[src/rtl/image_ram_arbiter.sv]
// Arbiter sharing the single-port RGB444 image RAM between the UART image writer and the
// display scan reader: combinational grant, registered RAM pins, fixed-latency read return.
module image_ram_arbiter #(
    parameter int DEPTH    = 19200,
    parameter int RD_LAT   = 1,
    parameter int MAX_WAIT = 4
) (
    input  logic        i_clk_sys,
    input  logic        i_rst,
    input  logic        i_wr_priority,
    input  logic        i_wr_req,
    input  logic [14:0] i_wr_addr,
    input  logic [11:0] i_wr_data,
    output logic        o_wr_ack,
    input  logic        i_rd_req,
    input  logic [14:0] i_rd_addr,
    output logic        o_rd_ack,
    output logic        o_rd_valid,
    output logic [11:0] o_rd_data,
    output logic        o_ram_ce,
    output logic        o_ram_wre,
    output logic [14:0] o_ram_addr,
    output logic [11:0] o_ram_din,
    input  logic [11:0] i_ram_dout,
    output logic        o_err_oob,
    output logic [1:0]  o_dbg_state
);

    typedef enum logic [1:0] {
        ST_IDLE  = 2'd0,
        ST_WRITE = 2'd1,
        ST_READ  = 2'd2
    } state_t;

    localparam logic [15:0] DEPTH_W = 16'(DEPTH);
    localparam logic [3:0]  MAX_W   = 4'(MAX_WAIT);

    state_t          state;
    logic [3:0]      wr_wait;
    logic [3:0]      rd_wait;
    logic            wr_oob;
    logic            rd_oob;
    logic [RD_LAT:0] pipe_vld;
    logic [RD_LAT:0] pipe_oob;

    assign wr_oob      = {1'b0, i_wr_addr} >= DEPTH_W;
    assign rd_oob      = {1'b0, i_rd_addr} >= DEPTH_W;
    assign o_dbg_state = state;

    // Handshake: a requester raises req with addr/data and holds them until its ack is seen
    // high in a cycle; that cycle is the transfer, and the next request may follow in the
    // very next cycle. At most one of o_wr_ack/o_rd_ack is high, never without a request.
    always_comb begin
        o_wr_ack = 1'b0;
        o_rd_ack = 1'b0;
        if (i_wr_req && i_rd_req) begin
            if (i_wr_priority) begin
                if (rd_wait == MAX_W) o_rd_ack = 1'b1;
                else                  o_wr_ack = 1'b1;
            end else begin
                if (wr_wait == MAX_W) o_wr_ack = 1'b1;
                else                  o_rd_ack = 1'b1;
            end
        end else begin
            o_wr_ack = i_wr_req;
            o_rd_ack = i_rd_req;
        end
    end

    // Starvation counters: count denied cycles of a held request, saturating at MAX_WAIT.
    always_ff @(posedge i_clk_sys or posedge i_rst) begin
        if (i_rst) begin
            wr_wait <= 4'd0;
            rd_wait <= 4'd0;
        end else begin
            if (i_wr_req && !o_wr_ack) begin
                if (wr_wait != MAX_W) wr_wait <= wr_wait + 4'd1;
            end else begin
                wr_wait <= 4'd0;
            end
            if (i_rd_req && !o_rd_ack) begin
                if (rd_wait != MAX_W) rd_wait <= rd_wait + 4'd1;
            end else begin
                rd_wait <= 4'd0;
            end
        end
    end

    // RAM cycle FSM: the state is the cycle type being driven on the RAM pins this cycle.
    always_ff @(posedge i_clk_sys or posedge i_rst) begin
        if (i_rst) begin
            state      <= ST_IDLE;
            o_ram_ce   <= 1'b0;
            o_ram_wre  <= 1'b0;
            o_ram_addr <= 15'd0;
            o_ram_din  <= 12'd0;
            o_err_oob  <= 1'b0;
        end else begin
            state     <= ST_IDLE;
            o_ram_ce  <= 1'b0;
            o_ram_wre <= 1'b0;
            o_err_oob <= 1'b0;
            if (o_wr_ack) begin
                o_err_oob <= wr_oob;
                if (!wr_oob) begin
                    state      <= ST_WRITE;
                    o_ram_ce   <= 1'b1;
                    o_ram_wre  <= 1'b1;
                    o_ram_addr <= i_wr_addr;
                    o_ram_din  <= i_wr_data;
                end
            end else if (o_rd_ack) begin
                o_err_oob <= rd_oob;
                if (!rd_oob) begin
                    state      <= ST_READ;
                    o_ram_ce   <= 1'b1;
                    o_ram_addr <= i_rd_addr;
                end
            end
        end
    end

    // Stage k of the tag pipe is live in cycle C+1+k; stage RD_LAT lines up with i_ram_dout.
    always_ff @(posedge i_clk_sys or posedge i_rst) begin
        if (i_rst) begin
            pipe_vld   <= '0;
            pipe_oob   <= '0;
            o_rd_valid <= 1'b0;
            o_rd_data  <= 12'd0;
        end else begin
            pipe_vld   <= {pipe_vld[RD_LAT-1:0], o_rd_ack};
            pipe_oob   <= {pipe_oob[RD_LAT-1:0], o_rd_ack && rd_oob};
            o_rd_valid <= pipe_vld[RD_LAT];
            if (pipe_vld[RD_LAT]) begin
                o_rd_data <= pipe_oob[RD_LAT] ? 12'h000 : i_ram_dout;
            end
        end
    end

endmodule

[config.mk]
export PLATFORM = sky130hd
export DESIGN_NAME = image_ram_arbiter
export DESIGN_NICKNAME = d
export VERILOG_FILES = /design/src/rtl/image_ram_arbiter.sv
export SDC_FILE = /design/constraint.sdc
export NUM_CORES = 1
export LEC_CHECK = 0
export CAP_MARGIN = 20
export CORE_MARGIN = 5
export CORE_UTILIZATION = 46
export CTS_CLUSTER_DIAMETER = 40
export DETAILED_ROUTE_END_ITERATION = 16
export PLACE_DENSITY = 0.84
export SETUP_SLACK_MARGIN = 0.4
export SLEW_MARGIN = 20
export SYNTH_ARGS = -nofsm -noshare
export SYNTH_HDL_FRONTEND = slang
export SYNTH_SLANG_ARGS = --single-unit
[constraint.sdc]
create_clock -name i_clk_sys -period 4.5 [get_ports i_clk_sys]
set_clock_uncertainty 0.1 [all_clocks]
set_input_delay 0.45 -clock i_clk_sys [delete_from_list [all_inputs] [get_ports i_clk_sys]]
set_output_delay 0.45 -clock i_clk_sys [all_outputs]
set_load 0.005 [all_outputs]
; Word-level counts from Yosys, hierarchy flattened
; Index checks and enable logic that the tools add are counted.
[classes]
n_addsub = 2
order_cmp = 2
n_eq_ne = 8
muxes = 28
bitwise = 1
n_reduce_logical = 9
[op_table]
columns = operator, n
row1 = $mux W15, 4
row2 = $ge A15 B15 Y1 const B, 2
row3 = $mux W1, 16
row4 = $mux W4, 4
row5 = $mux W12, 1
row6 = $add A4 B1 Y4 const B, 2
row7 = $eq A4 B3 Y1 const B, 2
row8 = $ne A4 B3 Y1 const B, 2
row9 = $mux W2, 3
row10 = $logic_and A1 B1 Y1, 4
row11 = $ne A2 B1 Y1 const B, 2
row12 = $ne A2 B2 Y1 const B, 2
row13 = $reduce_and A3 Y1, 1
row14 = $logic_not A1 Y1, 2
row15 = $reduce_and A2 Y1, 1
row16 = $reduce_bool A2 Y1, 1
row17 = $not A1 Y1, 1
[word_totals]
regBits = 57
in_bits = 59
output_inout_bits = 47
wordCells = 62

; Longest topological paths before layout
[logic_depth]
word_depth = 7
depth_mapped = 8
depth_no_buf = 7

; Worst setup path before layout
; Ideal clock, no wire load.
[synth_path]
kind = flip-flop to flip-flop
from = reg wr_wait[0]
to = reg o_ram_addr[0]
setup_time_ps = 125
arrival_time_ps = 1909
required_time_ps = 4275
slack_ps = 2366
stages_incl_launch_ff = 8
n_path_buf = 1
period_less_slack_ps = 2134
path_cell_list = dfrtp_1 inv_1 ha_1 and3b_2 o221ai_4 buf_6 mux2_2 mux2_4
[synth_via]
elab_chain_cells = 6
[synth_rtl]
columns = item, line
row1 = "start, declared", 39  ; logic [3:0] wr_wait;
row2 = "start signal, assigned", 77  ; if (wr_wait != MAX_W) wr_wait <= wr_wait + 4'd1;
row3 = $eq A4 B3 Y1 (*), 61  ; if (wr_wait == MAX_W) o_wr_ack = 1'b1;
row4 = $mux W1, 61
row5 = $mux W1, 57  ; if (i_wr_priority) begin
row6 = $mux W1, 56  ; if (i_wr_req && i_rd_req) begin
row7 = $ne A2 B2 Y1 (no line) or $reduce_bool A2 Y1 (tied branches), n/a
row8 = $reduce_and A3 Y1 (no line), n/a
row9 = "end signal, assigned", 109  ; o_ram_addr <= i_wr_addr;
row10 = "end signal, assigned", 117  ; o_ram_addr <= i_rd_addr;
row11 = "end, declared", 22  ; output logic [14:0] o_ram_addr,
; Mark *: on every way between the ends. The rest lies on a longest branch, timed or not.
; A chain may end at the register's enable or synchronous reset.

; Worst setup path in the final report
[layout_path]
from = reg rd_wait[0]
to = out o_wr_ack
[layout_via]
elab_chain_cells = 4
[layout_rtl]
columns = item, line
row1 = "start, declared", 40  ; logic [3:0] rd_wait;
row2 = "start signal, assigned", 82  ; if (rd_wait != MAX_W) rd_wait <= rd_wait + 4'd1;
row3 = $eq A4 B3 Y1, 58  ; if (rd_wait == MAX_W) o_rd_ack = 1'b1;
row4 = $mux W1, 58
row5 = $mux W1, 57
row6 = $mux W1, 56
row7 = "end, declared", 14  ; output logic o_wr_ack,
; No other way between the ends.

==> impl_metrics.env <==
export IMPL_vias_per_cell=4.753
export IMPL_dieArea_um2=7064
export IMPL_placementRows=27
export IMPL_grt_antenna_before_repair=0
export IMPL_numCtsBuffers=5
export IMPL_design_portCount=106
export IMPL_fin_nets=367
export IMPL_drtIter0Drc=54
export IMPL_post_cts_buffers=0
export IMPL_grt_max_degree=57
export IMPL_leakage_nw=1.596
export IMPL_synth_nets=261
export IMPL_dp_cells=369
export IMPL_max_freq_mhz=338.1
export IMPL_cp_data_required_time_ns=3.95
export IMPL_final_cells=377
export IMPL_antenna_cells=0
export IMPL_design_area_um2=3705
export IMPL_yosys_register_bits=56
export IMPL_status="complete, no violations"
export IMPL_cellPowerDensity_nw_per_um2=328.3
export IMPL_worstPathArrival_ns=2.41
export IMPL_drc=0
export IMPL_gp_congestion=0.7569
export IMPL_vias=1792
export IMPL_syn2layout_area_growth_pct=46.87
export IMPL_cts_hold_buf=0
export IMPL_routed_wl_um=5685
export IMPL_synth_area_per_cell_um2=12.74
export IMPL_maxSlewViolCount=0
export IMPL_grt_use_total_pct=16.58
export IMPL_worstHoldPathType="reg -> reg"
export IMPL_clkSinkCount=56
export IMPL_drtPass1Iterations=3
export IMPL_critPathMaxFanout=17
export IMPL_worst_slew_pin_slew_ns=0.7483
export IMPL_period_needed_ns=2.958
export IMPL_wl_per_cell_um=15.08
export IMPL_dp_hpwl_um=4432
export IMPL_ant_nets=0
export IMPL_fin_tns_setup_ns=0
export IMPL_criticalPathCategory="reg -> out"
export IMPL_fillers=429
export IMPL_dpl_cell_area_um2=3612
export IMPL_die_w_um=84.05
export IMPL_final_cell_mix="clkdlybuf4s50_1, dfrtp_1, mux2_2, inv_1, nand2_1"
export IMPL_htreeDepth=2
export IMPL_cts_resized=0
export IMPL_core_um2=5405
export IMPL_clk_latency_ns=0.30
export IMPL_setup_ws_ns=1.542
export IMPL_grt_pass1_wl_um=9411
export IMPL_yosysUniqueCellTypes=33
export IMPL_rsz0062_at_grt="no"
export IMPL_finalHoldViolCount=0
export IMPL_die_height_um=84.05
export IMPL_final_common_cell="clkdlybuf4s50_1"
export IMPL_ir_drop_v=0.0001844
export IMPL_grt_pass1_vias=1928
export IMPL_crit_path_end_kind="primary output"
export IMPL_cts_tree="yes"
export IMPL_start_util_pct=46.67
export IMPL_slew_limit_headroom_pct=50.01
export IMPL_finalSetupViolCount=0
export IMPL_critPathLaunchType="flop"
export IMPL_finalCritPeriodShare_pct=65.72
export IMPL_ys_seq_area_share_pct=55.56
export IMPL_root_buffer="clkbuf_8"
export IMPL_port_buffer_count=105
export IMPL_overflow=0
export IMPL_path_clk_slew_ns=0.10
export IMPL_syn_inst=198
export IMPL_drive_gt1_share_pct=19.02
export IMPL_place_ws_ns=1.442
export IMPL_drv_cap=0
export IMPL_ys_warn_count=0
export IMPL_netlist_area_um2=2522
export IMPL_clk_path_buf_depth=2
## routing by layer
metal	global-route usage [%]	wire (um)	vias to the layer above
met5	0	0	-
met2	27.98	2732	77
li1	-	-	886
met4	3.655	54	0
met3	4.936	405	5
met1	20.98	2493	824
## through the flow
step	total power, mW	utilization (%)	hold slack, ns
finish	1.216	68.54	0.2469
global route	1.287	68.54	0.2498
CTS	1.232	68.54	0.2482
detailed placement	0.9563	66.83	0.2347
global placement	0.9461	66.78	0.2347
floorplan	0.7427	-	0.2312
## final cells by class
type	instances	area (um^2)	area share, %
clock inverter	2	10.01	0.2702
timing repair buffer	105	1051	28.37
sequential	56	1401	37.82
multi-input combinational	116	992.2	26.78
clock buffer	6	82.58	2.229
inverter	20	77.57	2.094
tap	72	90.09	2.432
## cells in the mapped netlist (all sizes together)
cell type	n	share of area (%)
o22ai	1	0.25
inv	20	3.0
o221ai	2	1.4
nand2	15	2.2
ha	4	2.0
a21oi	8	2.2
nor3	2	0.40
nor2b	1	0.25
and3b	2	0.74
a21o	2	0.60
o21ai	12	2.4
mux2	42	20
clkbuf	2	0.30
nand3	3	0.60
xnor2	4	1.4
a211o	2	0.69
o2111ai	1	0.35
a31o	1	0.35
buf	4	1.8
nand2b	2	0.50
dfrtp	56	56
nor2	9	1.6
nand3b	2	1.1
and3	1	0.25
## power by group
part	leakage, nW	internal (mW)	switching [mW]
clock network	0.0510	0.123	0.152
registers	0.692	0.571	0.0383
logic	0.853	0.229	0.103
## sequential cells by signal, summed over array words and instances, names as in the netlist
signal,count
o_err_oob,1
o_ram_din,12
rd_wait,4
o_ram_wre,1
pipe_oob,2
wr_wait,4
o_rd_valid,1
o_ram_addr,15
o_rd_data,12
o_dbg_state,1
o_ram_ce,1
pipe_vld,2
## worst paths after layout
| path | startpoint | cells after the start | end | slack (ns) |
|---|---|---|---|---|
| setup / recovery | rd_wait[0]$_DFFE_PP0P_ | 6 | o_wr_ack | 1.54 |
| hold / removal | pipe_oob[0]$_DFF_PP0_ | 0 | pipe_oob[1]$_DFF_PP0_ | 0.25 |
| setup reg to reg | rd_wait[0]$_DFFE_PP0P_ | 7 | o_ram_addr[10]$_DFFE_PP0P_ | 1.75 |
| hold reg to reg | pipe_oob[0]$_DFF_PP0_ | 0 | pipe_oob[1]$_DFF_PP0_ | 0.25 |
| max in group asynchronous | i_rst | 2 | o_ram_addr[11]$_DFFE_PP0P_ | 3.36 |
| min in group asynchronous | i_rst | 2 | o_rd_data[2]$_DFFE_PP0P_ | 0.50 |
## critical path: stages, from the launching register on
cell,delay [ns]
dfrtp_1,0.41
inv_1,0.10
ha_1,0.24
nand3b_4,0.13
o221ai_4,0.55
inv_1,0.17
clkdlybuf4s50_1,0.50
## kinds of logic after synthesis
kind of cell / after synthesis / synth area share, %
AO/OA/AOI/OAI: 29 / 8.185
XOR/XNOR: 4 / 1.389
adder cells (fa/ha/maj): 4 / 1.984
buffers and inverters: 26 / 5.109
flip-flops: 56 / 55.56
multiplexers: 42 / 20.09
AND/OR/NAND/NOR: 37 / 7.689
No activity file was read; power rests on OpenSTA's default activity.
